`src/rtl/shift_pkg.sv`:
```
// ---------------------------------------------------------------------------
// shift_pkg
// Shared definitions for the shift command sequencer slice.
//   shift_width()  : data width for a given log2 width (W = 2**N)
//   shift_cmd_t    : command layout {data, shift, lr} at the default N
//   out_state_t    : output register state (OUT_EMPTY / OUT_FULL)
// No ports (package).
// ---------------------------------------------------------------------------
package shift_pkg;

  localparam int SHIFT_N_DEFAULT = 4;

  function automatic int shift_width(input int n);
    return 1 << n;
  endfunction

  localparam int SHIFT_W_DEFAULT = shift_width(SHIFT_N_DEFAULT);

  typedef struct packed {
    logic [SHIFT_W_DEFAULT-1:0] data;
    logic [SHIFT_N_DEFAULT-1:0] shift;
    logic                       lr;
  } shift_cmd_t;

  typedef enum logic {
    OUT_EMPTY = 1'b0,
    OUT_FULL  = 1'b1
  } out_state_t;

endpackage

```
`src/rtl/nbit_shift.sv`:
```
// ---------------------------------------------------------------------------
// nbit_shift
// Combinational logical barrel shifter, zero fill, no rotation.
// Ports:
//   data_i  [W-1:0] operand
//   shift_i [N-1:0] shift amount
//   lr_i            1 = left, 0 = right
//   data_o  [W-1:0] shifted result
// ---------------------------------------------------------------------------
module nbit_shift #(
  parameter  int N = 4,
  localparam int W = 1 << N
) (
  input  logic [W-1:0] data_i,
  input  logic [N-1:0] shift_i,
  input  logic         lr_i,
  output logic [W-1:0] data_o
);

  assign data_o = lr_i ? (data_i << shift_i) : (data_i >> shift_i);

endmodule

```
`src/rtl/shift_cmd_fifo.sv`:
```
// ---------------------------------------------------------------------------
// shift_cmd_fifo
// Command FIFO: storage, wrapping pointers, separately tracked occupancy.
// Ports:
//   clk, rst_n        clock, synchronous active-low reset
//   flush_i           clears pointers and level; overrides push/pop
//   push_i, pop_i     write / read strobes (ignored when full / empty)
//   wdata_i, rdata_o  write data / head entry
//   level_o           occupancy 0..DEPTH
//   full_o, empty_o   occupancy flags from registered state
// ---------------------------------------------------------------------------
module shift_cmd_fifo #(
  parameter  int WIDTH = 21,
  parameter  int DEPTH = 4,
  localparam int PW    = $clog2(DEPTH),
  localparam int LW    = PW + 1
) (
  input  logic             clk,
  input  logic             rst_n,
  input  logic             flush_i,
  input  logic             push_i,
  input  logic             pop_i,
  input  logic [WIDTH-1:0] wdata_i,
  output logic [WIDTH-1:0] rdata_o,
  output logic [LW-1:0]    level_o,
  output logic             full_o,
  output logic             empty_o
);

  logic [WIDTH-1:0] mem_q [DEPTH];
  logic [PW-1:0]    wr_ptr_q, wr_ptr_d;
  logic [PW-1:0]    rd_ptr_q, rd_ptr_d;
  logic [LW-1:0]    level_q, level_d;
  logic             do_push, do_pop;

  assign full_o  = (level_q == LW'(DEPTH));
  assign empty_o = (level_q == '0);
  assign do_push = push_i && !full_o;
  assign do_pop  = pop_i && !empty_o;
  assign rdata_o = mem_q[rd_ptr_q];
  assign level_o = level_q;

  // Pointers are log2(DEPTH) bits and wrap on their own; level is kept
  // separately so full and empty are unambiguous.
  always_comb begin
    wr_ptr_d = wr_ptr_q;
    rd_ptr_d = rd_ptr_q;
    level_d  = level_q;
    if (do_push) wr_ptr_d = wr_ptr_q + 1'b1;
    if (do_pop)  rd_ptr_d = rd_ptr_q + 1'b1;
    level_d = level_q + LW'(do_push) - LW'(do_pop);
  end

  always_ff @(posedge clk) begin
    if (!rst_n || flush_i) begin
      wr_ptr_q <= '0;
      rd_ptr_q <= '0;
      level_q  <= '0;
    end else begin
      wr_ptr_q <= wr_ptr_d;
      rd_ptr_q <= rd_ptr_d;
      level_q  <= level_d;
    end
  end

  // Storage carries no reset; only the pointers decide what is live.
  always_ff @(posedge clk) begin
    if (rst_n && !flush_i && do_push) mem_q[wr_ptr_q] <= wdata_i;
  end

endmodule

```
`src/rtl/shift_cmd_sequencer.sv`:
```
// ---------------------------------------------------------------------------
// shift_cmd_sequencer
// Buffers shift commands in a FIFO, issues one per cycle through nbit_shift
// and holds the result in an output register with full backpressure.
// Optional macro SHIFT_SEQ_STATS_EN adds cmd_count / stall_count outputs.
// Ports:
//   clk, rst_n, flush             clock, sync active-low reset, sync clear
//   in_valid/in_ready             command handshake
//   in_data, in_shift, in_lr      operand, amount, 1 = left / 0 = right
//   out_valid/out_ready, out_data result handshake and data
//   level                         FIFO occupancy
//   cmd_count, stall_count        (SHIFT_SEQ_STATS_EN only) 32-bit counters
// ---------------------------------------------------------------------------
module shift_cmd_sequencer
  import shift_pkg::*;
#(
  parameter  int N     = SHIFT_N_DEFAULT,
  parameter  int DEPTH = 4,
  localparam int W     = shift_width(N),
  localparam int LW    = $clog2(DEPTH) + 1
) (
  input  logic          clk,
  input  logic          rst_n,
  input  logic          flush,
  input  logic          in_valid,
  output logic          in_ready,
  input  logic [W-1:0]  in_data,
  input  logic [N-1:0]  in_shift,
  input  logic          in_lr,
  output logic          out_valid,
  input  logic          out_ready,
  output logic [W-1:0]  out_data,
  output logic [LW-1:0] level
`ifdef SHIFT_SEQ_STATS_EN
  ,
  output logic [31:0]   cmd_count,
  output logic [31:0]   stall_count
`endif
);

  typedef struct packed {
    logic [W-1:0] data;
    logic [N-1:0] shift;
    logic         lr;
  } cmd_t;

  cmd_t         in_cmd, head_cmd;
  logic         fifo_full, fifo_empty;
  logic         push, pop;
  logic [W-1:0] shift_result;
  out_state_t   state_q, state_d;
  logic [W-1:0] out_data_q, out_data_d;

  assign in_cmd   = '{data: in_data, shift: in_shift, lr: in_lr};
  assign in_ready = !fifo_full;
  assign push     = in_valid && in_ready;
  // The output register can take a new result when empty or being drained.
  assign pop      = !fifo_empty && ((state_q == OUT_EMPTY) || out_ready);

  shift_cmd_fifo #(
    .WIDTH ($bits(cmd_t)),
    .DEPTH (DEPTH)
  ) u_fifo (
    .clk     (clk),
    .rst_n   (rst_n),
    .flush_i (flush),
    .push_i  (push),
    .pop_i   (pop),
    .wdata_i (in_cmd),
    .rdata_o (head_cmd),
    .level_o (level),
    .full_o  (fifo_full),
    .empty_o (fifo_empty)
  );

  nbit_shift #(.N(N)) u_shift (
    .data_i  (head_cmd.data),
    .shift_i (head_cmd.shift),
    .lr_i    (head_cmd.lr),
    .data_o  (shift_result)
  );

  always_comb begin
    state_d    = state_q;
    out_data_d = out_data_q;
    if (pop) begin
      state_d    = OUT_FULL;
      out_data_d = shift_result;
    end else if (out_ready) begin
      state_d = OUT_EMPTY;
    end
  end

  // flush empties the output stage but leaves the last data visible.
  always_ff @(posedge clk) begin
    if (!rst_n) begin
      state_q    <= OUT_EMPTY;
      out_data_q <= '0;
    end else if (flush) begin
      state_q    <= OUT_EMPTY;
    end else begin
      state_q    <= state_d;
      out_data_q <= out_data_d;
    end
  end

  assign out_valid = (state_q == OUT_FULL);
  assign out_data  = out_data_q;

`ifdef SHIFT_SEQ_STATS_EN
  logic [31:0] cmd_count_q, stall_count_q;

  always_ff @(posedge clk) begin
    if (!rst_n || flush) begin
      cmd_count_q   <= '0;
      stall_count_q <= '0;
    end else begin
      if (push) cmd_count_q <= cmd_count_q + 32'd1;
      if (out_valid && !out_ready) stall_count_q <= stall_count_q + 32'd1;
    end
  end

  assign cmd_count   = cmd_count_q;
  assign stall_count = stall_count_q;
`endif

endmodule
```
`config.mk`:
```
export PLATFORM = sky130hd
export DESIGN_NAME = shift_cmd_sequencer
export DESIGN_NICKNAME = d
export VERILOG_FILES = /design/src/rtl/shift_pkg.sv /design/src/rtl/nbit_shift.sv /design/src/rtl/shift_cmd_fifo.sv /design/src/rtl/shift_cmd_sequencer.sv
export SDC_FILE = /design/constraint.sdc
export NUM_CORES = 1
export LEC_CHECK = 0
export BUFFER_PORTS_ARGS = -buffer_cell sky130_fd_sc_hd__buf_4
export CORE_MARGIN = 2
export CORE_UTILIZATION = 60
export CTS_CLUSTER_DIAMETER = 100
export DETAILED_ROUTE_END_ITERATION = 7
export GPL_ROUTABILITY_DRIVEN = 0
export GPL_TIMING_DRIVEN = 0
export HOLD_SLACK_MARGIN = 0.06
export PLACE_DENSITY = 0.8
export SKIP_CTS_REPAIR_TIMING = 1
export SLEW_MARGIN = 20
export SYNTH_ARGS = -nofsm -noshare
export SYNTH_HDL_FRONTEND = slang
export SYNTH_HIERARCHICAL = 1
export SYNTH_SLANG_ARGS = --single-unit
```
`constraint.sdc`:
```
create_clock -name clk -period 3.5 [get_ports clk]
set_clock_uncertainty 0.2 [all_clocks]
set_input_delay 0.35 -clock clk [delete_from_list [all_inputs] [get_ports clk]]
set_output_delay 0.35 -clock clk [all_outputs]
set_load 0.02 [all_outputs]
```
==> impl_metrics.env, run 1 <==
export IMPL_cts_buffers=9
export IMPL_hpwl_mm=8.55
export IMPL_status="finished, final reports clean"
export IMPL_grt_max_degree=22
export IMPL_dr_total_vias=3964
export IMPL_cts_sinks=110
export IMPL_synth_most_common_cell="edfxtp_1"
export IMPL_yosysWarnings=6
export IMPL_wl_mm=12.7
export IMPL_post_dp_cell_area_sq_mm=0.00611
export IMPL_pwr_share_seq_pct=58.1
export IMPL_synthTopCellsByCount="edfxtp_1 (84), nand2_1 (48), mux2i_1 (44)"
export IMPL_hold_viol=0
export IMPL_fmax_ghz=0.301
export IMPL_grt_overflow_total=0
export IMPL_synth_area_per_cell_sq_um=13.6
export IMPL_cts_buffer_depth=2
export IMPL_dpl_cell_count=571
export IMPL_viasPerCell=6.51
export IMPL_maxSlewHeadroom_pct=54.9
export IMPL_globalRouteMet2Util_pct=41.8
export IMPL_p_sw_w=0.000630
export IMPL_grtUsageMet1_pct=34.2
export IMPL_final_setup_viol_count=0
export IMPL_crit_arrival_ps=3430
export IMPL_cts_root_buf="clkbuf_8"
export IMPL_cap_violations=0
export IMPL_antenna_found_initial=0
export IMPL_p_int_w=0.00184
export IMPL_grt_usage_pct=25.6
export IMPL_dieWidth_microns=101
export IMPL_drv_slew=0
export IMPL_swShare_pct=25.5
export IMPL_drtIter0Drc=466
export IMPL_synth_fp_nets=447
export IMPL_synth_distinct_cells=60
export IMPL_htree_levels=3
export IMPL_p_per_area_mw_per_mm2=379
export IMPL_stdcell_area_sq_mm=0.00651
export IMPL_required_ps=3610
export IMPL_syn_inst=414
export IMPL_synthTopCellsByArea="edfxtp_1 (45%), mux4_2 (13%), dfxtp_1 (9.2%), mux2i_1 (7.8%), nand2_1 (3.2%)"
export IMPL_gr_max_usage_layer="met2"
export IMPL_yosys_area_top_type="edfxtp_1"
export IMPL_use_met3_pct=4.44
export IMPL_worstSetupPathType="flop to flop"
export IMPL_synthArstFlopShare_pct=0
export IMPL_clk_pin_slew_worst_paths_ps=110
export IMPL_p_comb_share_pct=12.9
export IMPL_portBuffers=46
export IMPL_avgRoutedWirePerCell_microns=20.8
export IMPL_grt_pass1_wl_mm=19.6
export IMPL_clkPwrFrac_pct=29.0
export IMPL_layoutNonFillerInstCount=609
export IMPL_antenna_left=0
export IMPL_syn2layout_area_growth_pct=15.7
export IMPL_synth_area_sq_mm=0.00563
export IMPL_synth_top_area_share_pct=44.8
export IMPL_power_leakage_nw=2.30
export IMPL_num_rows=35
export IMPL_fin_crit_sh_pct=94.8
export IMPL_drcViolationCount=0
export IMPL_die_area_sq_mm=0.0102
export IMPL_fin_crit_ps=3320
export IMPL_seq_area_frac_synth_pct=54.1
export IMPL_drive_above_1_share_pct=25.9
export IMPL_ir_drop_v=0.000323
export IMPL_synth_edff_count=84
export IMPL_fin_nets=526
export IMPL_tightest_slew_ps=677
export IMPL_die_h_microns=101
export IMPL_fp_coreArea_sq_mm=0.00915
export IMPL_grt_pass1_vias=3790
export IMPL_path_max_fanout=10
export IMPL_hold_path_class="input pin to flop"
export IMPL_setup_worst_path_start_class="flop"
export IMPL_synth_flop_cell="edfxtp_1"
export IMPL_yosys_register_bits=110
export IMPL_io_pins=47
export IMPL_cts_tree="done"
export IMPL_start_util_pct=61.5
export IMPL_antenna_cells=0
export IMPL_first_pass_iters=5
export IMPL_cp_end_kind="flop"
export IMPL_clock_latency_ps=370
-- registers in the layout (all words and copies together), names as in the netlist, named ones only --
register         flops
out_data            16
out_valid            1
u_fifo/level_o       3
u_fifo/mem_q        84
u_fifo/rd_ptr_q      2
u_fifo/wr_ptr_q      2
-- critical path, cell delays in order (launching register included) --
cell and delay [ps]:
dfxtp_1 430, clkbuf_1 550, mux4_2 430, buf_6 170, inv_1 100, buf_2 270, mux2_2 400, a211o_1 290
a22oi_1 200, nand2_1 80, mux2i_1 120
-- power by group through the flow --
stage / logic, W / registers [W] / clock network [W]
5_1_grt: 0.000344 / 0.00144 / 0.000771
2_1_floorplan: 0.000186 / 0.00147 / 0
3_3_place_gp: 0.000284 / 0.00146 / 0
4_1_cts: 0.000294 / 0.00143 / 0.000729
6_report: 0.000320 / 0.00143 / 0.000715
3_5_place_dp: 0.000292 / 0.00146 / 0
-- layer usage --
metal	vias up	part of all wire [%]
li1	1769	-
met1	1923	40
met2	220	49
met3	52	6.9
met4	0	3.9
met5	-	0
-- through the flow --
stage	setup WS (ps)	util, %	hold WS (ps)	power, W	setup TNS (ps)
2_1_floorplan	657	-	225	0.00166	0
3_3_place_gp	277	66.8	243	0.00174	0
3_5_place_dp	244	66.8	251	0.00175	0
4_1_cts	228	68.7	-47.4	0.00246	0
5_1_grt	-9.56	71.2	179	0.00255	-12.3
6_report	183	71.2	169	0.00247	0
-- cells in the final DEF, fill, tap and decap left out, types with 2 or more instances in the layout --
cell type and n:
clkinv_1 2, mux4_2 33, inv_1 11, buf_6 3
o22ai_1 7, and3_2 4, a21o_1 3, and2_1 6
inv_8 2, nand3_1 5, a31oi_1 2, nor2_1 8
nand3b_1 3, ha_1 6, mux2_2 5, nor2b_1 5
dfxtp_1 26, a211o_1 2, o221ai_1 6, nand2b_1 7
dlygate4sd3_1 22, o31ai_1 3, nor3b_1 2, buf_4 48
nor3_1 4, a22oi_1 2, a21oi_1 13, o211ai_1 5
xnor2_1 2, clkbuf_1 13, buf_2 10, clkbuf_8 9
edfxtp_1 84, o21ai_0 12, nand2_1 48, mux2i_1 44
-- cell type report --
| cell class | count | area (sq um) |
|---|---|---|
| repair buffers | 68 | 566 |
| clock buffers | 9 | 124 |
| inverters | 12 | 45.0 |
| fillers | 613 | 2640 |
| plain buffers | 29 | 168 |
| multi-input cells | 263 | 2370 |
| well taps | 111 | 139 |
| flip-flops and latches | 110 | 3040 |
| clock inverters | 7 | 56.3 |
-- final timing paths --
path | startpoint | end | slack [ps] | depth (start not counted)
max | flop | out_data[3] | 180 | 10
min | out_ready | out_valid | 170 | 4
max reg2reg | flop | out_data[3] | 180 | 10
min reg2reg | out_data[15] | out_data[15] | 260 | 2
-- logic make-up after synthesis --
| kind of cell | share of synthesized area [%] |
|---|---|
| adder cells (fa/ha/maj) | 1.69 |
| multiplexers | 22.0 |
| AO/OA/AOI/OAI | 8.54 |
| XOR/XNOR | 0.311 |
| flip-flops | 54.1 |
| AND/OR/NAND/NOR | 9.58 |
| buffers and inverters | 3.78 |
Power figures use the tool's default switching activity.
==> inputs of run 2 (changes only) <==
--- a/config.mk
+++ b/config.mk
@@ -5,6 +5,7 @@
 export SDC_FILE = /design/constraint.sdc
 export NUM_CORES = 1
 export LEC_CHECK = 0
+export ABC_AREA = 1
 export BUFFER_PORTS_ARGS = -buffer_cell sky130_fd_sc_hd__buf_4
 export CORE_MARGIN = 2
 export CORE_UTILIZATION = 60
==> impl_metrics.env, run 2 <==
export IMPL_preCtsSetupSlack_ps=957
export IMPL_rsz0062_at_grt="false"
export IMPL_top_register="u_fifo/mem_q"
export IMPL_mostFrequentLayoutCells="nand2_1 (158), nand3_1 (100), edfxtp_1 (84)"
export IMPL_antenna_left=0
export IMPL_fmax_ghz=0.379
export IMPL_yosys_register_bits=110
export IMPL_final_core_util_pct=70.8
export IMPL_drtIter0Drc=512
export IMPL_fin_crit_ps=2640
export IMPL_post_dp_cell_area_sq_mm=0.00647
export IMPL_wl_mm=13.9
export IMPL_gr_max_usage_layer="met2"
export IMPL_path_cells="buf_2 -> o21ai_0 -> o22ai_1 -> buf_4 -> buf_4 -> nand3_1 -> nand2_1 -> nand2_1 -> nand3_1 -> nand3_1 -> inv_1 -> nand4_1 -> nand2_1 -> nor2_1"
export IMPL_drive_above_1_share_pct=17.9
export IMPL_synthArstFlopShare_pct=0
export IMPL_layout_cells_most_common="nand2_1"
export IMPL_globalRouteMet2Util_pct=44.6
export IMPL_yosys_area_top_type="edfxtp_1"
export IMPL_io_pins=47
export IMPL_synth_edff_count=84
export IMPL_use_met3_pct=3.90
export IMPL_crit_arrival_ps=2740
export IMPL_hold_viol=0
export IMPL_start_util_pct=61.2
export IMPL_hpwl_mm=9.66
export IMPL_grt_overflow_total=0
export IMPL_synth_flop_cell="edfxtp_1"
export IMPL_maxSlewHeadroom_pct=52.6
export IMPL_antenna_found_initial=0
export IMPL_crit_slowest_cell="dfxtp_1"
export IMPL_cts_root_buf="clkbuf_8"
export IMPL_path_max_fanout=10
export IMPL_stdcell_area_sq_mm=0.00686
export IMPL_synth_most_common_cell="nand2_1"
export IMPL_fin_crit_sh_pct=75.4
export IMPL_tightest_slew_ps=709
export IMPL_required_ps=3600
export IMPL_setup_tns_ps=0
export IMPL_drcViolationCount=0
export IMPL_seq_area_frac_synth_pct=51.4
export IMPL_cts_tree="done"
export IMPL_syn2layout_area_growth_pct=15.8
export IMPL_yosysWarnings=6
export IMPL_p_per_area_mw_per_mm2=372
export IMPL_clk_pin_slew_worst_paths_ps=100
export IMPL_portBuffers=46
export IMPL_final_setup_viol_count=0
export IMPL_synthTopCellsByArea="edfxtp_1 (43%), nand2_1 (10%), dfxtp_1 (8.8%), nand3_1 (8.4%), inv_1 (4.7%)"
export IMPL_power_leakage_nw=2.93
export IMPL_synth_area_sq_mm=0.00592
export IMPL_dieWidth_microns=103
export IMPL_fin_nets=800
export IMPL_first_pass_iters=6
export IMPL_ir_drop_v=0.000282
export IMPL_dr_total_vias=5177
export IMPL_setup_ws_ps=859
export IMPL_cts_buffer_depth=2
export IMPL_layoutNonFillerInstCount=905
export IMPL_status="finished, final reports clean"
export IMPL_drv_slew=0
export IMPL_die_area_sq_mm=0.0107
export IMPL_grt_pass1_wl_mm=22.0
export IMPL_fp_coreArea_sq_mm=0.00968
export IMPL_cts_buffers=9
export IMPL_grt_max_degree=22
export IMPL_synth_area_per_cell_sq_um=8.60
export IMPL_die_h_microns=103
export IMPL_cp_end_kind="flop"
export IMPL_htree_levels=3
export IMPL_antenna_cells=0
export IMPL_cap_violations=0
export IMPL_synth_top_area_share_pct=42.6
export IMPL_grtUsageMet1_pct=36.3
export IMPL_worstSetupPathType="flop to flop"
export IMPL_clock_latency_ps=400
export IMPL_cts_sinks=110
export IMPL_dpl_cell_count=868
export IMPL_viasPerCell=5.72
export IMPL_hold_path_class="input pin to flop"
export IMPL_synthTopCellsByCount="nand2_1 (158), nand3_1 (100), edfxtp_1 (84)"
export IMPL_synth_distinct_cells=29
export IMPL_num_rows=36
export IMPL_cp_slowest_stage_delay_ps=430
export IMPL_synth_fp_nets=722
export IMPL_setup_worst_path_start_class="flop"
export IMPL_grt_pass1_vias=4709
export IMPL_avgRoutedWirePerCell_microns=15.4
export IMPL_syn_inst=689
export IMPL_grt_usage_pct=27.3
export IMPL_largest_reg_flops=84
## run 2: changes by cell type after synthesis, sizes merged, moves of 18 or more
cell and change:
nor2 +72, nand3 +103, buf +18, nand2 +123
inv +70, mux4 -33, mux2i -44, o21ai +31
nand4 +24
## run 2: per-stage QoR
stage	hold slack [ps]	total power (W)
5_1_grt	79.2	0.00266
3_5_place_dp	279	0.00182
4_1_cts	-58.6	0.00254
3_3_place_gp	260	0.00181
6_report	69.6	0.00256
2_1_floorplan	248	0.00171
## run 2: cell type report
cell class	count	area (sq um)
Inverter	81	319
Fill cell	730	2820
Clock inverter	7	60.1
Buffer	36	282
Timing Repair Buffer	67	556
Clock buffer	9	124
Tap cell	133	166
Multi-Input combinational cell	462	2310
Sequential cell	110	3040
## run 2: per-layer routing
| layer | wire [microns] | part of all wire [%] |
|---|---|---|
| met1 | 5810 | 42 |
| met4 | 402 | 2.9 |
| met5 | 0 | 0 |
| met2 | 6690 | 48 |
| met3 | 1050 | 7.5 |
## run 2: worst max-delay path, delay by kind of cell (launching register included)
kind / cells / cell delay [ps]
buffers and inverters: 4 / 800
AND/OR/NAND/NOR: 8 / 630
AO/OA/AOI/OAI: 2 / 490
flip-flops: 1 / 430
## run 2: kinds of logic (layout without fill, tap and decap cells)
family / after synthesis / after routing / share of synthesized area (%)
and+or+nand+nor: 384 / 384 / 30.2
buffers and inverters: 117 / 200 / 10.1
DFF: 110 / 110 / 51.4
AOI/OAI and AO/OA: 71 / 71 / 6.65
adders and majority gates: 7 / 7 / 1.61
## run 2: worst paths after layout
path	depth (start not counted)	slack, ps	startpoint	endpoint
min reg2reg	4	320	out_data[15]	out_data[15]
min	4	70	flush	u_fifo/level_o[2]
max	14	860	flop	out_data[14]
max reg2reg	14	860	flop	out_data[14]
## run 2: power by group
part	leakage (nW)	switching, W	internal, W
logic	1.87	0.000232	0.000144
registers	0.970	0.0000130	0.00143
clock network	0.0917	0.000462	0.000273
